File: config.mk
export PLATFORM = sky130hd
export DESIGN_NAME = write_sector_decoder
export DESIGN_NICKNAME = d
export VERILOG_FILES = /design/src/rtl/wd_pkg.sv /design/src/rtl/sync_detector.sv /design/src/rtl/write_sector_decoder.sv
export SDC_FILE = /design/constraint.sdc
export NUM_CORES = 1
export LEC_CHECK = 0
export CORE_ASPECT_RATIO = 1.5
export CORE_MARGIN = 2
export CORE_UTILIZATION = 50
export DETAILED_ROUTE_END_ITERATION = 8
export PLACE_DENSITY_LB_ADDON = 0.1
export SETUP_SLACK_MARGIN = 0.05
export SLEW_MARGIN = 25
export SYNTH_ARGS = -nofsm -noshare
export SYNTH_HDL_FRONTEND = slang
export SYNTH_HIERARCHICAL = 1
export SYNTH_SLANG_ARGS = --single-unit
File: constraint.sdc
create_clock -name wr_clock -period 2.5 [get_ports wr_clock]
set_clock_uncertainty 0.05 [all_clocks]
set_input_delay 0.5 -clock wr_clock [delete_from_list [all_inputs] [get_ports wr_clock]]
set_output_delay 0.5 -clock wr_clock [all_outputs]
set_load 0.02 [all_outputs]
File: src/rtl/wd_pkg.sv
// Shared types and default geometry for the write-stream sector decoder.
package wd_pkg;

    localparam int unsigned HAWK_DATA_BYTES   = 403;
    localparam int unsigned HAWK_ADDR_BITS    = 16;
    localparam int unsigned HAWK_MIN_PREAMBLE = 16;

    typedef enum logic [2:0] {
        S_IDLE,
        S_PRE1,
        S_ADDR,
        S_CHECK,
        S_PRE2,
        S_DATA
    } state_e;

endpackage

File: src/rtl/sync_detector.sv
// Preamble qualifier: counts consecutive zero bits and flags a sync 1 that
// follows a run of at least MIN_PREAMBLE zeros.
module sync_detector
    import wd_pkg::*;
#(
    parameter int unsigned MIN_PREAMBLE = HAWK_MIN_PREAMBLE
) (
    input  logic clk,
    input  logic rst_n,
    input  logic en_i,
    input  logic bit_i,
    output logic sync_c
);

    localparam int unsigned ZC_W = $clog2(MIN_PREAMBLE + 1);

    logic [ZC_W-1:0] zc_q, zc_d;
    logic            run_ok_c;

    assign run_ok_c = (zc_q >= ZC_W'(MIN_PREAMBLE));
    assign sync_c   = en_i && bit_i && run_ok_c;

    // Zero-run counter saturates; any 1 or leaving the preamble restarts it.
    always_comb begin
        zc_d = '0;
        if (en_i && !bit_i) begin
            zc_d = run_ok_c ? zc_q : zc_q + ZC_W'(1);
        end
    end

    always_ff @(posedge clk or negedge rst_n) begin
        if (!rst_n) begin
            zc_q <= '0;
        end else begin
            zc_q <= zc_d;
        end
    end

endmodule

File: src/rtl/write_sector_decoder.sv
// Serial write-stream decoder: preamble/sync search, optional header parse
// and check, then data-field deframing into indexed bytes.
module write_sector_decoder
    import wd_pkg::*;
#(
    parameter int unsigned ADDR_BITS    = HAWK_ADDR_BITS,
    parameter int unsigned DATA_BYTES   = HAWK_DATA_BYTES,
    parameter int unsigned MIN_PREAMBLE = HAWK_MIN_PREAMBLE,
    parameter int unsigned IDX_W        = $clog2(DATA_BYTES)
) (
    input  logic                 wr_clock,
    input  logic                 reset_n,
    input  logic                 wr_gate,
    input  logic                 need_address,
    input  logic [ADDR_BITS-1:0] saddr_in,
    input  logic                 wr_data,
    output logic [ADDR_BITS-1:0] saddr_out,
    output logic [7:0]           data,
    output logic                 data_available,
    output logic [IDX_W-1:0]     byte_index,
    output logic                 hdr_err,
    output logic                 sector_done,
    output logic                 busy
);

    localparam int unsigned AB_W = $clog2(ADDR_BITS);

    state_e               state_q, state_d;
    logic [ADDR_BITS-2:0] addr_sh_q, addr_sh_d;
    logic [AB_W-1:0]      ab_q, ab_d;
    logic [6:0]           data_sh_q, data_sh_d;
    logic [2:0]           bc_q, bc_d;
    logic [IDX_W-1:0]     byte_cnt_q, byte_cnt_d;
    logic [ADDR_BITS-1:0] saddr_q, saddr_d;
    logic [7:0]           data_q, data_d;
    logic                 avail_q, avail_d;
    logic [IDX_W-1:0]     idx_q, idx_d;
    logic                 hdr_err_q, hdr_err_d;
    logic                 done_q, done_d;
    logic                 busy_q, busy_d;

    logic                 in_pre_c;
    logic                 sync_c;
    logic [ADDR_BITS-1:0] word_c;
    logic [7:0]           byte_c;

    assign in_pre_c = (state_q == S_PRE1) || (state_q == S_PRE2);
    assign word_c   = {addr_sh_q, wr_data};
    assign byte_c   = {data_sh_q, wr_data};

    sync_detector #(
        .MIN_PREAMBLE(MIN_PREAMBLE)
    ) u_sync (
        .clk   (wr_clock),
        .rst_n (reset_n),
        .en_i  (in_pre_c),
        .bit_i (wr_data),
        .sync_c(sync_c)
    );

    always_comb begin
        state_d    = state_q;
        addr_sh_d  = addr_sh_q;
        ab_d       = ab_q;
        data_sh_d  = data_sh_q;
        bc_d       = bc_q;
        byte_cnt_d = byte_cnt_q;
        saddr_d    = saddr_q;
        data_d     = data_q;
        avail_d    = 1'b0;
        idx_d      = idx_q;
        hdr_err_d  = hdr_err_q;
        done_d     = 1'b0;

        // Write-gate drop aborts from anywhere; partial byte is discarded.
        if (state_q != S_IDLE && !wr_gate) begin
            state_d    = S_IDLE;
            ab_d       = '0;
            bc_d       = '0;
            byte_cnt_d = '0;
        end else begin
            unique case (state_q)
                S_IDLE: begin
                    ab_d       = '0;
                    bc_d       = '0;
                    byte_cnt_d = '0;
                    if (wr_gate) begin
                        hdr_err_d = 1'b0;
                        if (need_address) begin
                            state_d = S_PRE1;
                        end else begin
                            state_d = S_PRE2;
                            saddr_d = saddr_in;
                        end
                    end
                end
                S_PRE1: begin
                    if (sync_c) begin
                        state_d = S_ADDR;
                    end
                end
                S_ADDR: begin
                    addr_sh_d = word_c[ADDR_BITS-2:0];
                    ab_d      = ab_q + AB_W'(1);
                    if (ab_q == AB_W'(ADDR_BITS - 1)) begin
                        saddr_d = word_c;
                        ab_d    = '0;
                        state_d = S_CHECK;
                    end
                end
                S_CHECK: begin
                    addr_sh_d = word_c[ADDR_BITS-2:0];
                    ab_d      = ab_q + AB_W'(1);
                    if (ab_q == AB_W'(ADDR_BITS - 1)) begin
                        hdr_err_d = (word_c != saddr_q);
                        ab_d      = '0;
                        state_d   = S_PRE2;
                    end
                end
                S_PRE2: begin
                    if (sync_c) begin
                        state_d = S_DATA;
                    end
                end
                S_DATA: begin
                    data_sh_d = byte_c[6:0];
                    bc_d      = bc_q + 3'd1;
                    if (bc_q == 3'd7) begin
                        data_d     = byte_c;
                        avail_d    = 1'b1;
                        idx_d      = byte_cnt_q;
                        byte_cnt_d = byte_cnt_q + IDX_W'(1);
                        if (byte_cnt_q == IDX_W'(DATA_BYTES - 1)) begin
                            done_d  = 1'b1;
                            state_d = S_IDLE;
                        end
                    end
                end
                default: begin
                    state_d = S_IDLE;
                end
            endcase
        end

        busy_d = (state_d != S_IDLE);
    end

    always_ff @(posedge wr_clock or negedge reset_n) begin
        if (!reset_n) begin
            state_q    <= S_IDLE;
            addr_sh_q  <= '0;
            ab_q       <= '0;
            data_sh_q  <= '0;
            bc_q       <= '0;
            byte_cnt_q <= '0;
            saddr_q    <= '0;
            data_q     <= '0;
            avail_q    <= 1'b0;
            idx_q      <= '0;
            hdr_err_q  <= 1'b0;
            done_q     <= 1'b0;
            busy_q     <= 1'b0;
        end else begin
            state_q    <= state_d;
            addr_sh_q  <= addr_sh_d;
            ab_q       <= ab_d;
            data_sh_q  <= data_sh_d;
            bc_q       <= bc_d;
            byte_cnt_q <= byte_cnt_d;
            saddr_q    <= saddr_d;
            data_q     <= data_d;
            avail_q    <= avail_d;
            idx_q      <= idx_d;
            hdr_err_q  <= hdr_err_d;
            done_q     <= done_d;
            busy_q     <= busy_d;
        end
    end

    assign saddr_out      = saddr_q;
    assign data           = data_q;
    assign data_available = avail_q;
    assign byte_index     = idx_q;
    assign hdr_err        = hdr_err_q;
    assign sector_done    = done_q;
    assign busy           = busy_q;

endmodule

==> results of run 1 <==
[cells in the final DEF, fill, tap and decap left out, drive strengths merged]
| master | instances |
|---|---|
| a21o | 1 |
| a21oi | 14 |
| a22oi | 4 |
| a31oi | 4 |
| and3 | 6 |
| buf | 10 |
| bufinv | 1 |
| clkbuf | 11 |
| clkdlybuf4s50 | 56 |
| clkinv | 2 |
| dfrtp | 83 |
| ha | 6 |
| inv | 7 |
| mux2 | 23 |
| mux2i | 18 |
| nand2 | 76 |
| nand2b | 1 |
| nand3 | 5 |
| nand4 | 6 |
| nand4b | 1 |
| nor2 | 26 |
| nor2b | 5 |
| nor3 | 4 |
| nor3b | 1 |
| nor4 | 1 |
| o2111ai | 2 |
| o21a | 1 |
| o21ai | 29 |
| o31ai | 2 |
| o32ai | 1 |
| or2 | 1 |
| or3 | 2 |
| or4b | 1 |
| xnor2 | 18 |
| xor2 | 8 |
[worst paths after layout]
check                           depth (start not counted)             to  slack (ps)
worst max register to register                          4  byte_cnt_q[3]         490
max in group asynchronous                               2  saddr_out[13]        1730
min in group wr_clock                                   2        data[7]         410
worst max-delay path                                    4  byte_cnt_q[3]         490
worst min register to register                          2        data[7]         410
worst min-delay path                                    1        bc_q[0]          60
[power groups by stage]
stage	logic (mW)	clock network [mW]	registers [mW]
detailed placement	1.20	0	1.79
CTS	1.21	1.30	1.77
global route	1.31	1.36	1.80
finish	1.19	1.27	1.77
global placement	1.18	0	1.79
floorplan	0.617	0	1.89
[flip-flops by register name (all words and copies together), names as in the netlist]
signal / count
data: 8
data_available: 1
sector_done: 1
ab_q: 4
byte_index: 9
busy: 1
byte_cnt_q: 9
addr_sh_q: 15
saddr_out: 16
hdr_err: 1
state_q: 3
u_sync/zc_q: 5
data_sh_q: 7
bc_q: 3
[per-layer routing]
layer  share of wire, %  vias up
li1                   -     1391
met1                 42     1401
met2                 52       66
met3                3.9       12
met4                2.2        0
met5                  0        -
[area by class of cell]
cell class / instances / area share [%]
Inverter: 7 / 0.542
Sequential cell: 83 / 42.8
Multi-Input combinational cell: 267 / 34.8
Timing Repair Buffer: 66 / 13.4
Clock inverter: 3 / 0.825
Clock buffer: 11 / 5.00
Tap cell: 102 / 2.63
[cells by family (layout without fill, tap and decap cells)]
| group | count (synthesis) | after routing |
|---|---|---|
| simple gates | 136 | 136 |
| flops | 83 | 83 |
| compound gates | 58 | 58 |
| mux | 41 | 41 |
| xor+xnor | 26 | 26 |
| buf+inv | 22 | 87 |
| fa+ha+maj | 6 | 6 |
[worst max-delay path: cells and delay by family, from the launching register on]
family,cells,cell delay [ps]
DFF,1,550
and+or+nand+nor,4,1340
[metrics by stage]
stage | hold slack [ps] | worst slack [ps] | utilization (%) | area, sq um
finish | 61.0 | 492 | 64.1 | 4850
global route | 91.6 | 311 | 64.1 | 4850
CTS | 68.1 | 457 | 64.1 | 4850
detailed placement | 405 | 396 | 60.4 | 4570
global placement | 397 | 401 | 60.4 | 4570
floorplan | 154 | 710 | - | 3870
==> results.txt, run 1 <==
- The flow ran to the end, and the final reports show no timing, DRC or antenna violations.
- The tool flagged a number of max-cap violations equal to 0.
- Type of the setup path with the least slack: flop to flop
- Slowest cell on crit path: dfrtp_1
- Setup-failing EPs final: 0
- Number of flops mapped to enable cells by yosys: 0
- Global router's overall resource usage: 21.1%
* Number of nets produced by synthesis: 399
- Half-perimeter wire length after placement: 5640 um
* Switching power summed over all nets: 1.32 mW
- The number of global-route vias before repair was 2,856.
- Horizontal extent of the die: 75.8 um
- The repair_antennas step left the layout with diodes totalling 0.
- First-pass GRT wire length: 13,600 um
- For this run, the register share of the synthesized area comes to 53.7%.
- For this block, the initial DRC count from the detailed router was 150.
- Boundary pin count: 58
* Netlist area before placement: 0.00387 sq mm
- The initial antenna violation count came to 0.
- Die Span Y: 112 um
* Number of buffer cells added on primary ports: 57
- FMAX: 0.498 GHz
- Switching Fraction: 31.2%
- The number of gates resized after CTS was 0.
- Crit path required time: 2730 ps
- After detailed placement, the design holds a cell count of 525.
- In this run, post-CTS hold repair placed 0 buffers.
- Vias after detailed routing: 2,870
- Unrepaired setup endpoints after global routing: false
* Static power due to leakage: 2.22 nW
- Worst-Margin Slew: 750 ps
* Initial core utilization: 51.2%
- Clock Tree Root: clkbuf_16
- The share of total power dissipated in the clock network is 30.1%.
- DRT Pass-1 Iters: 4
- The H-tree was split into 3 levels.
- Top flip-flop cell by instance count after synthesis: dfrtp_1
- Measured against the total synthesized area, the mux share comes to 11.3%.
- Clock latency reported for the late side of the worst-skew pair: 330 ps
- Area share of xor/xnor cells in the synthesized design: 5.88%
- Summed over all layers, the global routing overflow is 0.
* Worst hold path type: input port to async pin
- The floorplan has 39 rows.
- Most numerous cell in the Yosys netlist: dfrtp_1
- Final clock period utilization by the worst path: 80.3%
- TritonCTS built the clock tree.
* Maximum number of pins on one net before global-route repair: 52
- The biggest area contributor in the post-synthesis netlist is dfrtp_1.
- Maximum cell stage delay along the critical path: 550 ps
- In the global route stage, met1 resource usage came out at 26.4%.
* Number of nets in the layout: 461
* Multi-input gate area: 0.00169 sq mm
- Nature of the critical path endpoint: flop
- Launching element of the worst setup path: state_q[1]
- After clock tree synthesis, the clock-pin slew on the worst setup and hold paths is 60 ps.
* Max VDD drop: 665 uV
- Headroom to the max-slew limit came out at 49.6%.
- The synthesized design contains 83 register bits.
- Final wirelength: 8010 um
- The global routing stage identified its most utilized layer as met2.
- For this run, the number of standard cells in the final layout without fillers is 539.
- The synthesized netlist devotes 15.9% of its cell area to simple gates.
* Internal power of the cells: 2.91 mW
- Final Slew Violations: 0
* P per Cell Area: 873 mW/mm^2
- Per report_power, the combinational group accounts for 28.2% of the total.
- In this run the worst path has a maximum fanout of 15.
- The floorplan step defined a die boundary enclosing 0.00847 sq mm.
* Post-detailed-route wirelength per cell: 14.9 um
- Time the worst path needs with I/O delays and setup: 2010 ps
* Most area-consuming cells after synthesis: dfrtp_1, nand2_1, mux2_2, mux2i_1, xnor2_1
- STA classifies the critical path startpoint as a flop.
- Sorting the synthesized cells by how often they occur yields dfrtp_1, nand2_1, nor2_1.
- Ys Warns: 6
- Count of unique library cells instantiated by Yosys: 39
- The final count of hold timing violations was 0.
- For met3 alone, demand over resource in global routing was 3.44%.
* Number of buffers on the longest clock path: 2
- Post-synthesis cell count: 372
* Post-route DRC: 0
* Ordered cell list for the critical path: nor2b_1, nand3_4, or4b_1, nand2_1
* Average size of a mapped cell: 10.4 sq um
- Via count normalized by instance count: 5.32
* Met2 track utilization from global routing: 34.5%
- For the final routed database, the setup TNS stands at 0 ps.
* Core area: 0.00756 sq mm
* Synth top area share: 53.7%
- GPL Wtd Cong: 0.819
* Async SR Flop Fraction: 100%
- The design draws 4.24 mW.
* Sequential Power Share: 41.7%
- Buffers inserted by post-CTS timing repair: 0
* Area added between synthesis and finish: 25.3%
* CTS sink count: 83
- Final-layout fill cell count: 636
* Number of buffers created by CTS: 9
- By area, the combinational part of the netlist is dominated by simple AND/OR/NAND/NOR gates.
- Once detail routing completed, the nets flagged for antenna violations numbered 0.
- Area fraction in compound gates after synthesis: 8.54%
- In this run the critical register-to-register path is launched from state_q[1].
* Layout cells sized above 1: 12.1%
- Data arrives at the worst endpoint at 2230 ps.
- Register cell area after layout: 0.00208 sq mm
- Share of synthesized cell area in full adder, half adder and majority cells: 1.94%
Note: power is estimated with default switching activity, not from simulation.
==> inputs of run 2 (changes only) <==
==> constraint.sdc (replaced) <==
create_clock -name wr_clock -period 1.9 [get_ports wr_clock]
set_clock_uncertainty 0.05 [all_clocks]
set_input_delay 0.38 -clock wr_clock [delete_from_list [all_inputs] [get_ports wr_clock]]
set_output_delay 0.38 -clock wr_clock [all_outputs]
set_load 0.02 [all_outputs]
==> results.txt, run 2 (synthesis gave the netlist of run 1 again) <==
* Outcome: complete, no violations (unchanged)
* Highest-count cells in the layout ignoring fill and taps: dfrtp_1, nand2_1, clkdlybuf4s50_1 (unchanged)
* Final-layout fill cell count: 602 (was 636)
- The leakage power came to 2.38 nW (was 2.22 nW).
* Number of max-cap violations: 0 (unchanged)
* Number of routed nets with antenna violations: 0 (unchanged)
- The final count of hold timing violations is 0 (unchanged).
- Horizontal extent of the die: 75.8 um (unchanged)
* Clock latency reported for the late side of the worst-skew pair: 330 ps (about the same)
* Crit path required time: 1470 ps (was 2730 ps)
- Setup slack after placement: -9.39 ps (was 396 ps)
- GPL Wtd Cong: 0.794 (was 0.819)
- The final-stage net count came to 487 (was 461).
- The routed length per instance is 14.8 um (was 14.9 um).
* Register cell area after layout: 0.00208 sq mm (about the same)
- Ordered cell list for the critical path: clkdlybuf4s50_1 (was nor2b_1, nand3_4, or4b_1, nand2_1)
- The aggregate routed wire length came to 8380 um (was 8010 um).
- Maximum number of pins on one net before global-route repair: 33 (was 52)
- Buffer and inverter count on the worst path: 1 (was 0)
- Utilization after layout: 68.7% (was 64.1%)
* Area added between synthesis and finish: 34.3% (was 25.3%)
- The number of global-route vias before repair is 2,923 (was 2,856).
* Setup-failing EPs final: 0 (unchanged)
* Core area: 0.00756 sq mm (unchanged)
- DRT Pass-1 Iters: 4 (unchanged)
* Global router's overall resource usage: 21.5% (was 21.1%)
* Type of the setup path with the least slack: flop to output pin (was flop to flop)
* Time the worst path needs with I/O delays and setup: 1790 ps
* Category of cells accounting for the largest share of critical-path delay: buffers and inverters (was simple AND/OR/NAND/NOR gates)
- Slowest cell on crit path: clkdlybuf4s50_1 (was dfrtp_1)
- The initial antenna violation count came to 0 (unchanged).
* Unrepaired setup endpoints after global routing: true (was false)
* Nature of the critical path endpoint: output pin (was flop)
- The maximum buffer depth of the clock tree is 2 (unchanged).
- The kind of launch point of the worst setup path is a flop (unchanged).
* FMAX: 0.558 GHz
* Via count normalized by instance count: 5.18 (was 5.32)
* Final clock period utilization by the worst path: 94.4%
- The overflow left after global routing was 0 (unchanged).
- Multi-input gate area: 0.00173 sq mm (was 0.00169 sq mm)
- The remaining max-slew budget at the tightest pin came to 47.5% (was 49.6%).
- Worst-Margin Slew: 780 ps (was 750 ps)
* Clock Tree Root: clkbuf_16 (unchanged)
* Leading cell type in the layout, fill and taps excluded: dfrtp_1 (unchanged)
- Boundary pin count: 58 (unchanged)
- The H-tree depth was 3 (unchanged).
- The cell row count was 39 (unchanged).
- Layout cells sized above 1: 19.1% (was 12.1%)
- CTS tree: done (unchanged)
- Number of buffer cells added on primary ports: 57 (unchanged)
- The DRC violation count after routing came to 0 (unchanged).
- Maximum cell stage delay along the critical path: 630 ps (was 550 ps)
* P per Cell Area: 1170 mW/mm^2 (was 873 mW/mm^2)
- The via count was 2,937 (was 2,870).
- First-pass GRT wire length: 13,900 um (was 13,600 um)
* Max VDD drop: 1010 uV (was 665 uV)
- CTS clock-pin slew for the worst setup and hold paths: 60 ps (about the same)
* CTS sink count: 83 (unchanged)
- Worst hold path type: flop to flop (was input port to async pin)
- The flip-flop count of the largest register after layout was 16 (unchanged).
- The die outline area is 0.00847 sq mm (unchanged).
- The die outline height was 112 um (unchanged).
- The number of DRC markers in iteration 0 is 107 (was 150).
* Ant diodes: 0 (unchanged)
- The effective utilization at floorplan came to 51.2% (unchanged).
* CP Data Arrival Time: 1360 ps (was 2230 ps)
- The total CTS buffers is 9 (unchanged).
- The post-detailed-placement half-perimeter wirelength was 5910 um (was 5640 um).
- Final Slew Violations: 0 (unchanged)
- CP Max Fanout: 3 (was 15)
- The sum of internal, switching and leakage power was 6.06 mW (was 4.24 mW).
- The worst setup slack after layout came to 106 ps (was 492 ps).
## run 2: final cells by class
cell class,instances,area share [%]
Sequential cell,83,40.0
Inverter,7,0.506
Clock inverter,5,1.64
Clock buffer,11,4.67
Tap cell,102,2.46
Timing Repair Buffer,92,17.4
Multi-Input combinational cell,267,33.4
## run 2: repair_timing
| action | 4_1_cts | 5_1_grt |
|---|---|---|
| hold endpoints to repair | 28 | 0 |
| setup endpoints to repair | 2 | 21 |
| buffers inserted | 0 | 9 |
| pin swaps | 1 | 4 |
| gates resized for setup | 1 | 13 |
| hold buffers | 1 | 0 |
## run 2: stage by stage
| stage | instances | hold WS (ps) | area (sq um) | setup TNS, ps |
|---|---|---|---|---|
| CTS | 558 | 427 | 5080 | 0 |
| floorplan | 372 | 34.4 | 3870 | 0 |
| global route | 567 | 444 | 5200 | 0 |
| detailed placement | 541 | 298 | 4740 | -24.3 |
| finish | 567 | 423 | 5200 | 0 |
| global placement | 541 | 304 | 4740 | 0 |
## run 2: power by group
group | leakage [nW] | total [mW] | internal [mW] | switching, mW
Combinational | 1.10 | 1.88 | 0.948 | 0.932
Sequential | 1.12 | 2.29 | 2.04 | 0.248
Clock | 0.156 | 1.89 | 1.19 | 0.696
Total | 2.38 | 6.06 | 4.19 | 1.88
## run 2: final timing paths
kind / from / end / slack [ps] / depth (start not counted)
worst min-delay path: byte_index[4] / byte_index[4] / 420 / 2
worst min register to register: byte_index[4] / byte_index[4] / 420 / 2
max in group asynchronous: reset_n / addr_sh_q[10] / 820 / 3
worst max-delay path: saddr_out[7] / saddr_out[7] / 110 / 1
worst max register to register: bc_q[0] / byte_cnt_q[8] / 150 / 7
min in group asynchronous: reset_n / byte_index[5] / 480 / 2
## run 2: per-layer routing
metal / global-route usage (%) / share of wire [%]
met1: 25.5 / 41
met2: 36.3 / 53
met3: 5.70 / 4.2
met4: 7.60 / 1.8
met5: 0 / 0
